==> src/rtl/uart_tx_scheduler.sv <==
// Round-robin scheduler sharing one UART TX among NUM_CH toggle-flag byte sources.
// Define UART_CH_TAG_EN to precede every data byte with a {4'hF, ch} tag byte.
module uart_tx_scheduler #(
    parameter int unsigned NUM_CH = 2,
    parameter int unsigned DROP_W = 8
) (
    input  logic                uart_clk,
    input  logic                rst,
    input  logic [NUM_CH*9-1:0] ch_data,
    input  logic                tx_ready,
    output logic                tx_valid,
    output logic [7:0]          tx_data,
    output logic [3:0]          tx_ch,
    output logic                sched_busy,
    output logic [DROP_W-1:0]   drop_cnt,
    output logic [7:0]          leds
);

    localparam int unsigned SUM_W = DROP_W + 5;

    typedef enum logic [1:0] {IDLE, TAG, DATA} state_t;

    state_t            state;
    logic              prime;
    logic [NUM_CH-1:0] flag;
    logic [NUM_CH-1:0] last_flag;
    logic [NUM_CH-1:0] pending;
    logic [NUM_CH-1:0] evt;
    logic [NUM_CH-1:0] take;
    logic [7:0]        data_in   [NUM_CH];
    logic [7:0]        pend_data [NUM_CH];
    logic [3:0]        rr;
    logic [3:0]        grant;
    logic [3:0]        hi_idx;
    logic [3:0]        lo_idx;
    logic [7:0]        grant_data;
    logic [7:0]        hi_data;
    logic [7:0]        lo_data;
    logic              hi_vld;
    logic              lo_vld;
    logic              grant_vld;
    logic [4:0]        n_drop;
    logic [SUM_W-1:0]  drop_sum;
    logic [DROP_W-1:0] drop_next;
`ifdef UART_CH_TAG_EN
    logic [7:0]        hold;
`endif

    // Unpack channels and detect flag toggles (suppressed during the prime cycle)
    always_comb begin
        for (int i = 0; i < NUM_CH; i++) begin
            flag[i]    = ch_data[9*i];
            data_in[i] = ch_data[9*i+1 +: 8];
            evt[i]     = !prime && (flag[i] != last_flag[i]);
        end
    end

    // Round-robin: lowest pending above rr wins, else lowest pending at or below rr
    always_comb begin
        hi_vld  = 1'b0;
        lo_vld  = 1'b0;
        hi_idx  = '0;
        lo_idx  = '0;
        hi_data = '0;
        lo_data = '0;
        for (int i = NUM_CH - 1; i >= 0; i--) begin
            if (pending[i]) begin
                if (4'(i) > rr) begin
                    hi_vld  = 1'b1;
                    hi_idx  = 4'(i);
                    hi_data = pend_data[i];
                end else begin
                    lo_vld  = 1'b1;
                    lo_idx  = 4'(i);
                    lo_data = pend_data[i];
                end
            end
        end
        grant_vld  = hi_vld || lo_vld;
        grant      = hi_vld ? hi_idx : lo_idx;
        grant_data = hi_vld ? hi_data : lo_data;
    end

    // A same-edge event on the granted channel re-arms it and is not a drop
    always_comb begin
        n_drop = '0;
        for (int i = 0; i < NUM_CH; i++) begin
            take[i] = (state == IDLE) && grant_vld && (grant == 4'(i));
            n_drop  = n_drop + 5'(evt[i] && pending[i] && !take[i]);
        end
        drop_sum  = SUM_W'(drop_cnt) + SUM_W'(n_drop);
        drop_next = (drop_sum > SUM_W'({DROP_W{1'b1}})) ? {DROP_W{1'b1}} : DROP_W'(drop_sum);
    end

    always_ff @(posedge uart_clk) begin
        if (rst) begin
            state      <= IDLE;
            prime      <= 1'b1;
            last_flag  <= '0;
            pending    <= '0;
            rr         <= 4'(NUM_CH - 1);
            tx_valid   <= 1'b0;
            tx_data    <= '0;
            tx_ch      <= '0;
            sched_busy <= 1'b0;
            drop_cnt   <= '0;
            leds       <= '0;
            for (int i = 0; i < NUM_CH; i++) pend_data[i] <= '0;
`ifdef UART_CH_TAG_EN
            hold       <= '0;
`endif
        end else begin
            if (prime) begin
                last_flag <= flag;
                prime     <= 1'b0;
            end
            for (int i = 0; i < NUM_CH; i++) begin
                if (evt[i]) begin
                    last_flag[i] <= flag[i];
                    pend_data[i] <= data_in[i];
                    pending[i]   <= 1'b1;
                end else if (take[i]) begin
                    pending[i]   <= 1'b0;
                end
            end
            drop_cnt <= drop_next;

            case (state)
                IDLE: begin
                    if (grant_vld) begin
                        tx_valid   <= 1'b1;
                        tx_ch      <= grant;
                        rr         <= grant;
                        sched_busy <= 1'b1;
`ifdef UART_CH_TAG_EN
                        tx_data    <= {4'hF, grant};
                        hold       <= grant_data;
                        state      <= TAG;
`else
                        tx_data    <= grant_data;
                        state      <= DATA;
`endif
                    end
                end
`ifdef UART_CH_TAG_EN
                TAG: begin
                    if (tx_ready) begin
                        tx_data <= hold;
                        state   <= DATA;
                    end
                end
`endif
                DATA: begin
                    if (tx_ready) begin
                        tx_valid   <= 1'b0;
                        leds       <= tx_data;
                        sched_busy <= 1'b0;
                        state      <= IDLE;
                    end
                end
                default: begin
                    tx_valid   <= 1'b0;
                    sched_busy <= 1'b0;
                    state      <= IDLE;
                end
            endcase
        end
    end

endmodule

==> config.mk <==
export PLATFORM = sky130hd
export DESIGN_NAME = uart_tx_scheduler
export DESIGN_NICKNAME = d
export VERILOG_FILES = /design/src/rtl/uart_tx_scheduler.sv
export SDC_FILE = /design/constraint.sdc
export NUM_CORES = 1
export LEC_CHECK = 0
export CORE_ASPECT_RATIO = 1.25
export CORE_MARGIN = 2
export CORE_UTILIZATION = 40
export DETAILED_ROUTE_END_ITERATION = 10
export PLACE_DENSITY = 0.72
export SETUP_SLACK_MARGIN = 0.15
export SLEW_MARGIN = 40
export SYNTH_ARGS = -nofsm -noshare
export SYNTH_HDL_FRONTEND = slang
export SYNTH_SLANG_ARGS = --single-unit
==> constraint.sdc <==
create_clock -name uart_clk -period 6.8 [get_ports uart_clk]
set_input_delay 1.36 -clock uart_clk [delete_from_list [all_inputs] [get_ports uart_clk]]
set_output_delay 1.36 -clock uart_clk [all_outputs]
set_load 0.005 [all_outputs]
**Yosys cells after proc, flatten, opt, wreduce, memory -nomap -nowiden**

Memory sizes are Yosys's and may differ from the RTL's.
Cells that the tools add are included.

- $lt $le $gt $ge: 3
- Add/sub/neg operators: 2
- Bitwise operators: 2
- Reduce and logical (&&, ||, !) cells: 22
- Eq/ne operators: 6
- Mux-type cells: 50

Operator list:

| kind | count |
|---|---|
| 8-bit 2-to-1 mux | 12 |
| 1-bit 2-to-1 mux | 28 |
| 4-bit 2-to-1 mux | 5 |
| 8-bit by 2-bit adder with 9-bit output | 1 |
| 9-bit by 8-bit greater-than comparator with 1-bit output (second input constant) | 1 |
| 1-bit logical AND | 9 |
| 1-bit by 4-bit greater-than comparator with 1-bit output (first input constant) | 2 |
| 2-bit nonzero test | 4 |
| 2-bit 2-to-1 mux | 3 |
| 2-bit AND reduction | 3 |
| 4-bit by 1-bit == test with 1-bit output (second input constant) | 1 |
| 4-bit logical NOT | 1 |
| 2-bit inequality test (second input constant) | 2 |
| 2-bit case mux with 2 select lines | 1 |
| 1-bit logical NOT | 3 |
| 1-bit by 1-bit adder with 2-bit output | 1 |
| 2-bit == test (second input constant) | 1 |
| 2-bit logical NOT | 1 |
| 1-bit inequality test | 2 |
| 1-bit OR | 2 |
| 1-bit case mux with 2 select lines | 1 |
| 1-bit logical OR | 1 |

- Output and inout port bits: 30
- Word-level logic and storage cells: 98
- Memories kept: 1
- Bits in registers: 40
- Memory bits (writable): 16
- Bits of input ports: 21

Memory list:

| name | depth | width | read ports | clocked after Yosys merged registers in | wr ports | RTL line | RTL |
|---|---|---|---|---|---|---|---|
| pend_data | 2 | 8 | 2 | 0 | 2 | 31 | `logic [7:0] pend_data [NUM_CH];` |

**Depth between registers and ports, before layout**

- Depth in word-level cells: 14
- Mapped depth: 10

**Least setup slack after synthesis**

Ideal clock, no wire load.

- Path kind: input-to-reg
- Start point: in ch_data[0]
- End point: reg drop_cnt[4]
- Arrival time: 3076 ps
- Slack: 3591 ps
- Library setup time: 132 ps
- Stages on the path: 9
- Path buffers: 0
- Cell sequence: xnor2_1 > or2_2 > or2_2 > fa_1 > inv_1 > ha_1 > nand3_1 > nor3_1 > a211oi_1

- Cells in the longest elaborated chain, start to end: 8

Ends and longest elaborated chain:

| element | RTL line | RTL |
|---|---|---|
| start, declared | 9 | `input logic [NUM_CH*9-1:0] ch_data,` |
| 1-bit inequality test (*) | 54 | `evt[i] = !prime && (flag[i] != last_flag[i]);` |
| 1-bit logical AND (*) | 54 |  |
| 1-bit logical AND (*) (2 in a row) | 89 | `n_drop = n_drop + 5'(evt[i] && pending[i] && !take[i]);` |
| 1-bit by 1-bit adder with 2-bit output (*) | 89 |  |
| 8-bit by 2-bit adder with 9-bit output (*) | 91 | `drop_sum = SUM_W'(drop_cnt) + SUM_W'(n_drop);` |
| 9-bit by 8-bit greater-than comparator with 1-bit output | 92 | `drop_next = (drop_sum > SUM_W'({DROP_W{1'b1}})) ? {DROP_W{1'b1}} : DROP_W'(drop_sum);` |
| 8-bit 2-to-1 mux (*) | 92 |  |
| end signal, assigned | 126 | `drop_cnt <= drop_next;` |
| end, declared | 15 | `output logic [DROP_W-1:0] drop_cnt,` |

Every way passes the cells marked *; elsewhere a longest branch is shown, timed or not.
A chain may end at the register's enable or synchronous reset.

**Worst setup path in the final report**

- Start point: in ch_data[0]
- End point: reg drop_cnt[1]

Same word-level chain as after synthesis.

==> flow_summary.toml <==
[die]
floorplan.die_area_um2 = 5530
die_width_um = 66.9
core_area_um2 = 4760
start_util_pct = 41.5
floorplan.rows = 28
ios = 51
die_h_um = 82.6

[cts]
post_cts_buffers = 0
cts.htree.levels = 2
ctsResizeCount = 0
clkSinkCount = 48
worstSkewPairLatency_ns = 0.29
numCtsBuffers = 5
cts_tree = "yes"
cts_hold_buffers = 0
max-clock-path-buffers = 2
path_clk_slew_ns = 0.08
ctsRootBufferMaster = "sky130_fd_sc_hd__clkbuf_8"

[pwr]
power.clock.fraction_pct = 28.3
ir_worst_vdd_mv = 0.117
switching_power_uw = 126
static-leakage-power_uw = 0.000876
sequentialPowerShare_pct = 59.5
power_switching_share_pct = 22.9
internal_power_uw = 425
power_per_cell_area_nw_per_um2 = 219
combinationalPowerShare_pct = 12.2

[placed_design]
placement_setup_slack_ns = 2.99
place.port_buffers = 47
dp_hpwl_um = 2570
finalWeightedCongestion = 0.781

[sta]
rsz_0062_raised_after_global_routing = "false"
fmax_mhz = 284
hold_violations = 0
final_period_minus_worst_setup_slack_ns = 3.52
max-slew-margin-rel_pct = 55.1
worst_slack_ns = 3.28
fin_skew_ns = 0.00874
post-route-period-util_pct = 51.8
report.final.setup_viol = 0
tightest_slew_ns = 0.672
drv_slew = 0
final.setup.tns_ns = 0

[worst_setup_path]
critical_path.endpoint_type = "register"
crit_chain = "clkdlybuf4s50_1 > xnor2_1 > or2_2 > or2_2 > fa_1 > inv_1 > ha_1 > nand3_1 > a21oi_1"
crit_type = "input pin to register"
critPathSlowestCell = "sky130_fd_sc_hd__fa_1"
critPathMaxStageDelay_ns = 0.44
worstPathRequired_ns = 7.03
crit_path_max_fanout = 6
path_common_cell = "sky130_fd_sc_hd__or2_2"
worst_ep_arrival_time_ns = 3.75
critPathLaunchType = "input pin"

[synth]
ys.flop_type = "sky130_fd_sc_hd__dfxtp_1"
yosys_register_bits = 48
post_synth_main_area_contributors = "sky130_fd_sc_hd__dfxtp_1 (32%), sky130_fd_sc_hd__edfxtp_1 (24%), sky130_fd_sc_hd__and2_1 (5.1%)"
ys_async_sr_fraction_pct = 0
yosys_warnings = 0
postSynthAreaPerCell_um2 = 10.5
netlist.top_cell.by_area = "sky130_fd_sc_hd__dfxtp_1"
synth-edff-count = 16
sequential_element_share_of_the_synthesized_area_pct = 56.7
synth.cells.most_frequent = "sky130_fd_sc_hd__dfxtp_1 (32), sky130_fd_sc_hd__and2_1 (16), sky130_fd_sc_hd__edfxtp_1 (16), sky130_fd_sc_hd__a21oi_1 (14), sky130_fd_sc_hd__nand3_1 (11)"
synth_cell_types = 39
share_of_yosys_cell_area_claimed_by_the_top_area_cell_type_pct = 32.4
yosysMostFrequentCell = "sky130_fd_sc_hd__dfxtp_1"
synth_area_um2 = 1980
synthesized_instance_count = 189

[detailed_routing]
vias = 1470
drt-initial-drc-count = 42
detailedRoute.firstPassIterationCount = 4
antenna_left = 0
detail_route.drc_violations = 0
wl_per_cell_um = 12.1
vias_per_cell = 5.07
route.final.wire_length_um = 3500

[hold_path]
hold_path_class = "register to register"

[run_status]
result_of_the_run = "complete, no violations"

[run]
max-cap-violations = 0

[global_route]
grt_pass1_wl_um = 5780
track_usage_pct = 13.7
grt_max_degree = 36
grt_antenna_before_repair = 0
grt_overflow_total = 0
grt_pass1_vias = 1302

[cells_and_area]
diode_insertion_count_for_antenna_repair = 0
areaGrowthSynthToFinish_pct = 27.5
filler_cell_count = 471
nNetsFinal = 253
post_route_cells_drive_above_1_share_pct = 6.52
==> final timing paths <==
path | start | to | slack [ns] | depth (start not counted)
worst max-delay path | ch_data[0] | drop_cnt[1] | 3.28 | 9
worst min-delay path | leds[0] | leds[0] | 0.45 | 2
worst max register to register | pending[1] | drop_cnt[1] | 4.06 | 8
worst min register to register | leds[0] | leds[0] | 0.45 | 2
==> per-stage QoR <==
stage / hold slack [ns] / power, uW / utilization [%] / instances / instance area (um^2)
after global routing: 0.487 / 577 / 52.9 / 290 / 2520
final: 0.455 / 552 / 52.9 / 290 / 2520
after floorplan: 0.453 / 371 / - / 191 / 1990
after CTS: 0.459 / 559 / 52.9 / 290 / 2520
after global placement: 0.443 / 402 / 51.4 / 283 / 2450
after detailed placement: 0.448 / 403 / 51.3 / 283 / 2440
==> critical path, delay by kind of cell <==
kind	cells	cell delay [ns]
simple gates	3	0.84
xor+xnor	1	0.15
compound gates	1	0.20
buf+inv	2	0.51
fa+ha+maj	2	0.69
==> cell families (layout without fill, tap and decap cells) <==
logic type / Yosys count / count (layout) / synth area share (%)
AND/OR/NAND/NOR: 69 / 69 / 18.9
flip-flops: 48 / 48 / 56.7
AO/OA/AOI/OAI: 43 / 43 / 15.2
buffers and inverters: 22 / 61 / 5.57
XOR/XNOR: 4 / 4 / 1.77
adder cells (fa/ha/maj): 2 / 2 / 1.64
other: 1 / 3 / 0.190
==> sequential cells by signal (all words and copies together) (netlist names) <==
signal      flops
tx_ch           1
leds            8
prime           1
pending         2
pend_data      16
tx_data         8
last_flag       2
rr              1
drop_cnt        8
sched_busy      1
==> cells in the final DEF, fill, tap and decap left out, drive strengths merged, types with 3 or more instances in the layout <==
| cell | count |
|---|---|
| o32ai | 8 |
| inv | 6 |
| a21oi | 14 |
| and2 | 16 |
| dfxtp | 32 |
| edfxtp | 16 |
| nor3 | 3 |
| o21ai | 3 |
| nand3 | 11 |
| xnor2 | 3 |
| nor2 | 9 |
| conb | 3 |
| nand2b | 4 |
| clkbuf | 6 |
| nand2 | 10 |
| or2 | 4 |
| nor2b | 4 |
| a211oi | 11 |
| clkdlybuf4s50 | 46 |
==> layer usage <==
metal  track usage (%)  up-vias  wire length, um
li1                  -      750                -
met4              6.12        0               74
met3              3.39        6              183
met2              23.4       45             1730
met1              16.3      669             1510
met5                 0        -                0
==> cell type report <==
| type | count | area (um^2) | share of cell area [%] |
|---|---|---|---|
| Multi-Input combinational cell | 121 | 754 | 29.9 |
| Tap cell | 60 | 75.1 | 2.98 |
| Sequential cell | 48 | 1120 | 44.5 |
| Clock buffer | 6 | 73.8 | 2.93 |
| Clock inverter | 1 | 5.00 | 0.199 |
| Timing Repair Buffer | 47 | 465 | 18.5 |
| Inverter | 7 | 26.3 | 1.04 |
==> power by group through the flow <==
stage	clock network [uW]	logic, uW	registers [uW]
after global placement	0	67.9	334
after CTS	162	68.6	328
after detailed placement	0	68.4	335
after global routing	171	75.3	330
after floorplan	0	41.0	330
final	156	67.5	328
No activity file was read; power rests on OpenSTA's default activity.
